===== src/rtl/ethernet_pkg.sv =====
// ============================================================================
// Module  : ethernet_pkg
// Brief   : Shared types for the uplink failover controller.
// Revision: 1.0
// ============================================================================
`default_nettype none

package ethernet_pkg;

    typedef enum logic [1:0] {
        LINK_NONE       = 2'd0,
        LINK_BASER      = 2'd1,
        LINK_BASET      = 2'd2,
        LINK_DRAIN_TO_R = 2'd3
    } linksel_state_t;

    // Selection pattern {sel_baser, sel_baset} driven while in a given state.
    function automatic logic [1:0] sel_of(input linksel_state_t s);
        logic [1:0] r;
        r = 2'b00;
        case (s)
            LINK_BASER:      r = 2'b10;
            LINK_BASET:      r = 2'b01;
            LINK_DRAIN_TO_R: r = 2'b01;
            default:         r = 2'b00;
        endcase
        return r;
    endfunction

endpackage

`default_nettype wire


===== src/rtl/link_holdoff_debouncer.sv =====
// ============================================================================
// Module  : link_holdoff_debouncer
// Brief   : Declares a link stable after HOLDOFF_CYCLES consecutive raw-up cycles.
// Revision: 1.0
// ============================================================================
`default_nettype none

module link_holdoff_debouncer #(
    parameter int HOLDOFF_CYCLES = 250000
) (
    input  logic clk,
    input  logic rst_n,
    input  logic raw_up,
    output logic stable
);

    localparam int             CW     = $clog2(HOLDOFF_CYCLES + 1);
    localparam logic [CW-1:0]  C_HOLD = CW'(HOLDOFF_CYCLES);

    logic [CW-1:0] cnt_q;
    logic [CW-1:0] cnt_d;

    always_comb begin
        cnt_d = cnt_q;
        if (!raw_up) begin
            cnt_d = '0;
        end else if (cnt_q != C_HOLD) begin
            cnt_d = cnt_q + CW'(1);
        end
    end

    always_ff @(posedge clk) begin
        if (!rst_n) begin
            cnt_q <= '0;
        end else begin
            cnt_q <= cnt_d;
        end
    end

    // Gated by raw_up so a drop is never masked by the saturated count.
    assign stable = raw_up && (cnt_q == C_HOLD);

endmodule

`default_nettype wire


===== src/rtl/ethernet_link_failover_controller.sv =====
// ============================================================================
// Module  : ethernet_link_failover_controller
// Brief   : Sequenced baseR/baseT uplink selection with holdoff, drain and aborts.
// Revision: 1.0
// ============================================================================
`default_nettype none

module ethernet_link_failover_controller
    import ethernet_pkg::*;
#(
    parameter int HOLDOFF_CYCLES = 250000,
    parameter int DRAIN_TIMEOUT  = 4096,
    parameter int COUNT_WIDTH    = 16
) (
    input  logic                   clk,
    input  logic                   rst_n,
    input  logic                   baser_link_up,
    input  logic                   baset_link_up,
    input  logic                   rx_start,
    input  logic                   rx_end,
    input  logic                   tx_start,
    input  logic                   tx_end,
    output logic                   sel_baser,
    output logic                   sel_baset,
    output logic                   link_up,
    output logic                   rx_abort,
    output logic                   tx_abort,
    output logic [COUNT_WIDTH-1:0] failover_count
);

    localparam int             TW           = (DRAIN_TIMEOUT > 1) ? $clog2(DRAIN_TIMEOUT) : 1;
    localparam logic [TW-1:0]  C_DRAIN_LAST = TW'(DRAIN_TIMEOUT - 1);

    logic baser_stable;
    logic baset_stable;

    link_holdoff_debouncer #(
        .HOLDOFF_CYCLES (HOLDOFF_CYCLES)
    ) u_baser_holdoff (
        .clk    (clk),
        .rst_n  (rst_n),
        .raw_up (baser_link_up),
        .stable (baser_stable)
    );

    link_holdoff_debouncer #(
        .HOLDOFF_CYCLES (HOLDOFF_CYCLES)
    ) u_baset_holdoff (
        .clk    (clk),
        .rst_n  (rst_n),
        .raw_up (baset_link_up),
        .stable (baset_stable)
    );

    linksel_state_t        state_q, state_d;
    logic                  sel_baser_q, sel_baser_d;
    logic                  sel_baset_q, sel_baset_d;
    logic                  rx_abort_q, rx_abort_d;
    logic                  tx_abort_q, tx_abort_d;
    logic                  rx_busy_q, rx_busy_d;
    logic                  tx_busy_q, tx_busy_d;
    logic [TW-1:0]         timer_q, timer_d;
    logic [COUNT_WIDTH-1:0] count_q, count_d;
    logic                  cut;
    logic                  changed;
    logic [1:0]            sel_next;

    always_comb begin
        state_d = state_q;
        cut     = 1'b0;
        timer_d = '0;
        case (state_q)
            LINK_NONE: begin
                if (baser_stable) begin
                    state_d = LINK_BASER;
                end else if (baset_stable) begin
                    state_d = LINK_BASET;
                end
            end
            LINK_BASET: begin
                if (!baset_link_up) begin
                    cut     = 1'b1;
                    state_d = baser_stable ? LINK_BASER : LINK_NONE;
                end else if (baser_stable) begin
                    state_d = LINK_DRAIN_TO_R;
                end
            end
            LINK_DRAIN_TO_R: begin
                // Losing both links at once must land in NONE, never via BASER.
                if (!baset_link_up) begin
                    cut     = 1'b1;
                    state_d = baser_stable ? LINK_BASER : LINK_NONE;
                end else if (!baser_link_up) begin
                    state_d = LINK_BASET;
                end else if (!rx_busy_q && !tx_busy_q) begin
                    state_d = LINK_BASER;
                end else if (timer_q == C_DRAIN_LAST) begin
                    cut     = 1'b1;
                    state_d = LINK_BASER;
                end else begin
                    timer_d = timer_q + TW'(1);
                end
            end
            LINK_BASER: begin
                if (!baser_link_up) begin
                    cut     = 1'b1;
                    state_d = baset_stable ? LINK_BASET : LINK_NONE;
                end
            end
            default: begin
                state_d = LINK_NONE;
            end
        endcase

        sel_next    = sel_of(state_d);
        sel_baser_d = sel_next[1];
        sel_baset_d = sel_next[0];
        changed     = ({sel_baser_d, sel_baset_d} != {sel_baser_q, sel_baset_q});

        rx_abort_d = cut && rx_busy_q;
        tx_abort_d = cut && tx_busy_q;

        // A start in the same cycle as an end wins: the new frame is in flight.
        if (changed) begin
            rx_busy_d = 1'b0;
            tx_busy_d = 1'b0;
        end else begin
            rx_busy_d = rx_start ? 1'b1 : (rx_end ? 1'b0 : rx_busy_q);
            tx_busy_d = tx_start ? 1'b1 : (tx_end ? 1'b0 : tx_busy_q);
        end

        count_d = count_q;
        if (changed && (count_q != {COUNT_WIDTH{1'b1}})) begin
            count_d = count_q + COUNT_WIDTH'(1);
        end
    end

    always_ff @(posedge clk) begin
        if (!rst_n) begin
            state_q     <= LINK_NONE;
            sel_baser_q <= 1'b0;
            sel_baset_q <= 1'b0;
            rx_abort_q  <= 1'b0;
            tx_abort_q  <= 1'b0;
            rx_busy_q   <= 1'b0;
            tx_busy_q   <= 1'b0;
            timer_q     <= '0;
            count_q     <= '0;
        end else begin
            state_q     <= state_d;
            sel_baser_q <= sel_baser_d;
            sel_baset_q <= sel_baset_d;
            rx_abort_q  <= rx_abort_d;
            tx_abort_q  <= tx_abort_d;
            rx_busy_q   <= rx_busy_d;
            tx_busy_q   <= tx_busy_d;
            timer_q     <= timer_d;
            count_q     <= count_d;
        end
    end

    assign sel_baser      = sel_baser_q;
    assign sel_baset      = sel_baset_q;
    assign link_up        = sel_baser_q | sel_baset_q;
    assign rx_abort       = rx_abort_q;
    assign tx_abort       = tx_abort_q;
    assign failover_count = count_q;

endmodule

`default_nettype wire


===== config.mk =====
export PLATFORM = sky130hd
export DESIGN_NAME = ethernet_link_failover_controller
export DESIGN_NICKNAME = d
export VERILOG_FILES = /design/src/rtl/ethernet_pkg.sv /design/src/rtl/link_holdoff_debouncer.sv /design/src/rtl/ethernet_link_failover_controller.sv
export SDC_FILE = /design/constraint.sdc
export NUM_CORES = 1
export LEC_CHECK = 0
export CORE_MARGIN = 1
export CORE_UTILIZATION = 35
export CTS_CLUSTER_DIAMETER = 50
export DETAILED_ROUTE_END_ITERATION = 8
export GPL_TIMING_DRIVEN = 0
export SLEW_MARGIN = 10
export SYNTH_ARGS = -nofsm -noshare
export SYNTH_HDL_FRONTEND = slang
export SYNTH_SLANG_ARGS = --single-unit

===== constraint.sdc =====
create_clock -name clk -period 6.75 [get_ports clk]
set_input_delay 2.025 -clock clk [delete_from_list [all_inputs] [get_ports clk]]
set_output_delay 2.025 -clock clk [all_outputs]
set_load 0.005 [all_outputs]

==> results.yml, run 1 <==
status:
  outcome: "finished clean"
die:
  io_pins: 29
  coreArea_mm2: 0.008891
  start_util: 0.3695
  die_h_um: 98.89
  die_area_mm2: 0.009779
  row_count: 34
  die_w_um: 98.89
clocking:
  holdBufCountCts: 0
  cts.path.max_buffers: 2
  post_cts_buffers: 0
  cts_resized: 0
  numCtsBuffers: 9
  clock-sinks: 72
  htree_levels: 3
  clkLatencyLatePin_ps: 340
  clk_pin_slew_ps: 70
  cts_tree: "built"
  root_buffer: "clkbuf_8"
critical_path:
  arrival_ps: 4390
  startpoint_type: "input pin"
  path_max_fanout: 10
  r2r-end: "failover_count[0]"
  r2r_slack_ps: 4030
  cp.required_ps: 7010
  r2r_cells: 9
  cp-end-kind: "flop"
  crit_type: "in -> reg"
  rr_startpoint: "u_baset_holdoff.cnt_q[3]"
synth:
  synth_ff_type: "dfxtp_1"
  synth_seq_cells: 72
  yosysWarnings: 0
  synth.most_common_cell: "dfxtp_1"
  synthTopCellsByArea: "dfxtp_1 44%, xor2_1 6.9%, nor2_1 5.8%"
  synth_commonest_cells: "72 x dfxtp_1, 51 x nor2_1, 38 x nand2_1"
  syn_area_mm2: 0.003286
  synth_cell_types: 43
  synth_top_area_share: 0.4387
  yosysSeqAreaShare: 0.4387
  synth.largest_area_cell: "dfxtp_1"
  syn_nets: 397
  syn_area_per_cell_um2: 8.579
  async_flop_share: 0
  syn_inst: 383
  synth-edff-count: 0
pwr:
  power.share.switching: 0.2083
  p_int_w: 0.0006238
  cellPowerDensity_mw_per_mm2: 202.0
  power.leakage_nw: 1.269
  p_comb_frac: 0.022
  switchingPower_w: 0.0001642
  p_total_w: 0.0007879
  ir_drop_mv: 0.09356
  p_clk_frac: 0.434
  p_seq_frac: 0.544
final_layout:
  syn_to_final_growth_pct: 18.70
  num_antenna_cells: 0
  drive_above_1_share: 0.07026
  multi_input_area_mm2: 0.001728
  final_nets: 436
  utilization: 0.4386
  nFillCells: 895
  seqCellArea_mm2: 0.001441
timing:
  slew-limit-headroom: 0.4730
  hold_viol: 0
  holdWs_ps: 462.7
  timing.fmax_mhz: 242.4
  finalMaxSlewViolations: 0
  rsz0062_at_grt: "false"
  worstMarginPinSlew_ps: 783.3
  setup_ws_ps: 2625
  fin_crit_ps: 4125
  finClkSkew_ps: 16.45
  setup_viol: 0
  fin_tns_setup_ps: 0
  fin_crit_sh: 0.6112
route:
  dr_total_vias: 2704
  avgViaCountPerCell: 5.054
  ant_nets: 0
  drt-initial-drc-count: 45
  routed_wl_um: 6473
  wire_per_inst_um: 12.10
  drt-pass1-iter-count: 4
  drc: 0
grt:
  grt_usage: 0.1447
  grt_pass1_wl_um: 11330
  antenna_found_initial: 0
  grt_pass1_vias: 2556
  gr-total-overflow: 0
  grt_start_max_net_pins: 12
min_path:
  min_path_type: "reg -> reg"
  min_to: "timer_q[0]"
  min_from: "timer_q[0]"
  hold_depth: 1
place:
  place_hpwl_um: 4688
  gp_congestion: 0.7294
  dpl_worst_slack_ps: 2295
  io_buffers: 28
flow_run:
  drv_cap: 0
==> routing by layer <==
metal / up-vias / track usage / share of wire
met5: - / 0 / 0
met4: 0 / 0.05396 / 0.0085
met3: 6 / 0.04610 / 0.037
met2: 38 / 0.2249 / 0.45
met1: 1252 / 0.1874 / 0.50
li1: 1408 / - / -
==> worst max-delay path: stages <==
cell	delay, ps
clkdlybuf4s50_1	590
nand2_1	160
o311a_1	320
a41oi_2	290
or4b_4	200
o211ai_2	100
buf_6	150
or4_1	390
a21oi_1	150
==> flip-flops by register name, summed over array words and instances (netlist names) <==
register	flops
u_baser_holdoff.cnt_q	18
failover_count	16
sel_baser	1
rx_busy_q	1
timer_q	12
tx_abort	1
tx_busy_q	1
state_q	2
sel_baset	1
rx_abort	1
u_baset_holdoff.cnt_q	18
==> power by group through the flow <==
stage                     sequential [W]  combinational, W  clock [W]
after floorplan                 0.000438        0.00000955          0
after global placement          0.000438         0.0000177          0
after detailed placement        0.000439         0.0000179          0
after CTS                       0.000429         0.0000180   0.000354
after global routing            0.000429         0.0000203   0.000371
final                           0.000429         0.0000176   0.000342
==> layout make-up <==
class	instances	area share
buffer	8	0.01251
clock buffer	13	0.04074
clock inverter	3	0.01027
inverter	18	0.01732
multi-input combinational	285	0.4431
sequential	72	0.3696
tap	108	0.03465
timing repair buffer	28	0.07186
==> per-stage QoR <==
step / instance area [µm²] / instances
finish: 3900 / 535
floorplan: 3286 / 383
detailed placement: 3701 / 519
CTS: 3900 / 535
global placement: 3701 / 519
global route: 3900 / 535
==> kinds of logic (layout without fill, tap and decap cells) <==
logic type / after synthesis / count (layout) / synth area share
AO/OA/AOI/OAI: 54 / 54 / 0.1040
flip-flops: 72 / 72 / 0.4387
XOR/XNOR: 38 / 38 / 0.1013
AND/OR/NAND/NOR: 185 / 185 / 0.2917
buffers and inverters: 26 / 70 / 0.03541
adder cells (fa/ha/maj): 6 / 6 / 0.02285
multiplexers: 2 / 2 / 0.006093
==> placed cells by master, fill, tap and decap left out, types with 9 or more instances in the layout <==
master / count
and3_1: 11
xnor2_1: 12
nand2_1: 38
o21ai_0: 10
dfxtp_1: 72
inv_1: 18
xor2_1: 26
clkbuf_8: 11
nand3_1: 24
nor2_1: 51
a21oi_1: 19
clkdlybuf4s50_1: 28
nand4_1: 9
or3_1: 14
==> worst max-delay path by stage <==
stage / endpoint / slack (ps) / depth (start not counted) / startpoint
final: failover_count[14] / 2620 / 9 / baser_link_up
after global routing: failover_count[14] / 2510 / 9 / baser_link_up
after CTS: failover_count[14] / 2650 / 9 / baser_link_up
after detailed placement: failover_count[11] / 2300 / 9 / baser_link_up
after global placement: failover_count[10] / 2330 / 9 / baser_link_up
after floorplan: failover_count[11] / 3130 / 8 / baser_link_up
No activity file was read; power rests on OpenSTA's default activity.
==> run 2, diff against run 1 <==
==> constraint.sdc (replaced) <==
create_clock -name clk -period 4.1 [get_ports clk]
set_input_delay 1.23 -clock clk [delete_from_list [all_inputs] [get_ports clk]]
set_output_delay 1.23 -clock clk [all_outputs]
set_load 0.005 [all_outputs]
==> results of run 2 <==
The final DEF is identical to that of run 1. Status: finished clean.
Main changes from that run: setup slack after placement 2295 ps -> 440.3 ps; setup slack after layout 2625 ps -> 769.6 ps; register-to-register setup slack 4030 ps -> 1380 ps; total power 0.0007879 W -> 0.001297 W; worst IR drop on VDD 0.09356 mV -> 0.1540 mV
==> run 3, diff against run 2 <==
==> constraint.sdc (replaced) <==
create_clock -name clk -period 3.3 [get_ports clk]
set_input_delay 0.99 -clock clk [delete_from_list [all_inputs] [get_ports clk]]
set_output_delay 0.99 -clock clk [all_outputs]
set_load 0.005 [all_outputs]
==> results of run 3 <==
The final DEF is identical to that of run 1. Status: finished clean.
Main changes from that run: setup slack after placement 2295 ps -> -119.7 ps; setup slack after layout 2625 ps -> 209.6 ps; register-to-register setup slack 4030 ps -> 580 ps; total power 0.0007879 W -> 0.001612 W; worst IR drop on VDD 0.09356 mV -> 0.1914 mV
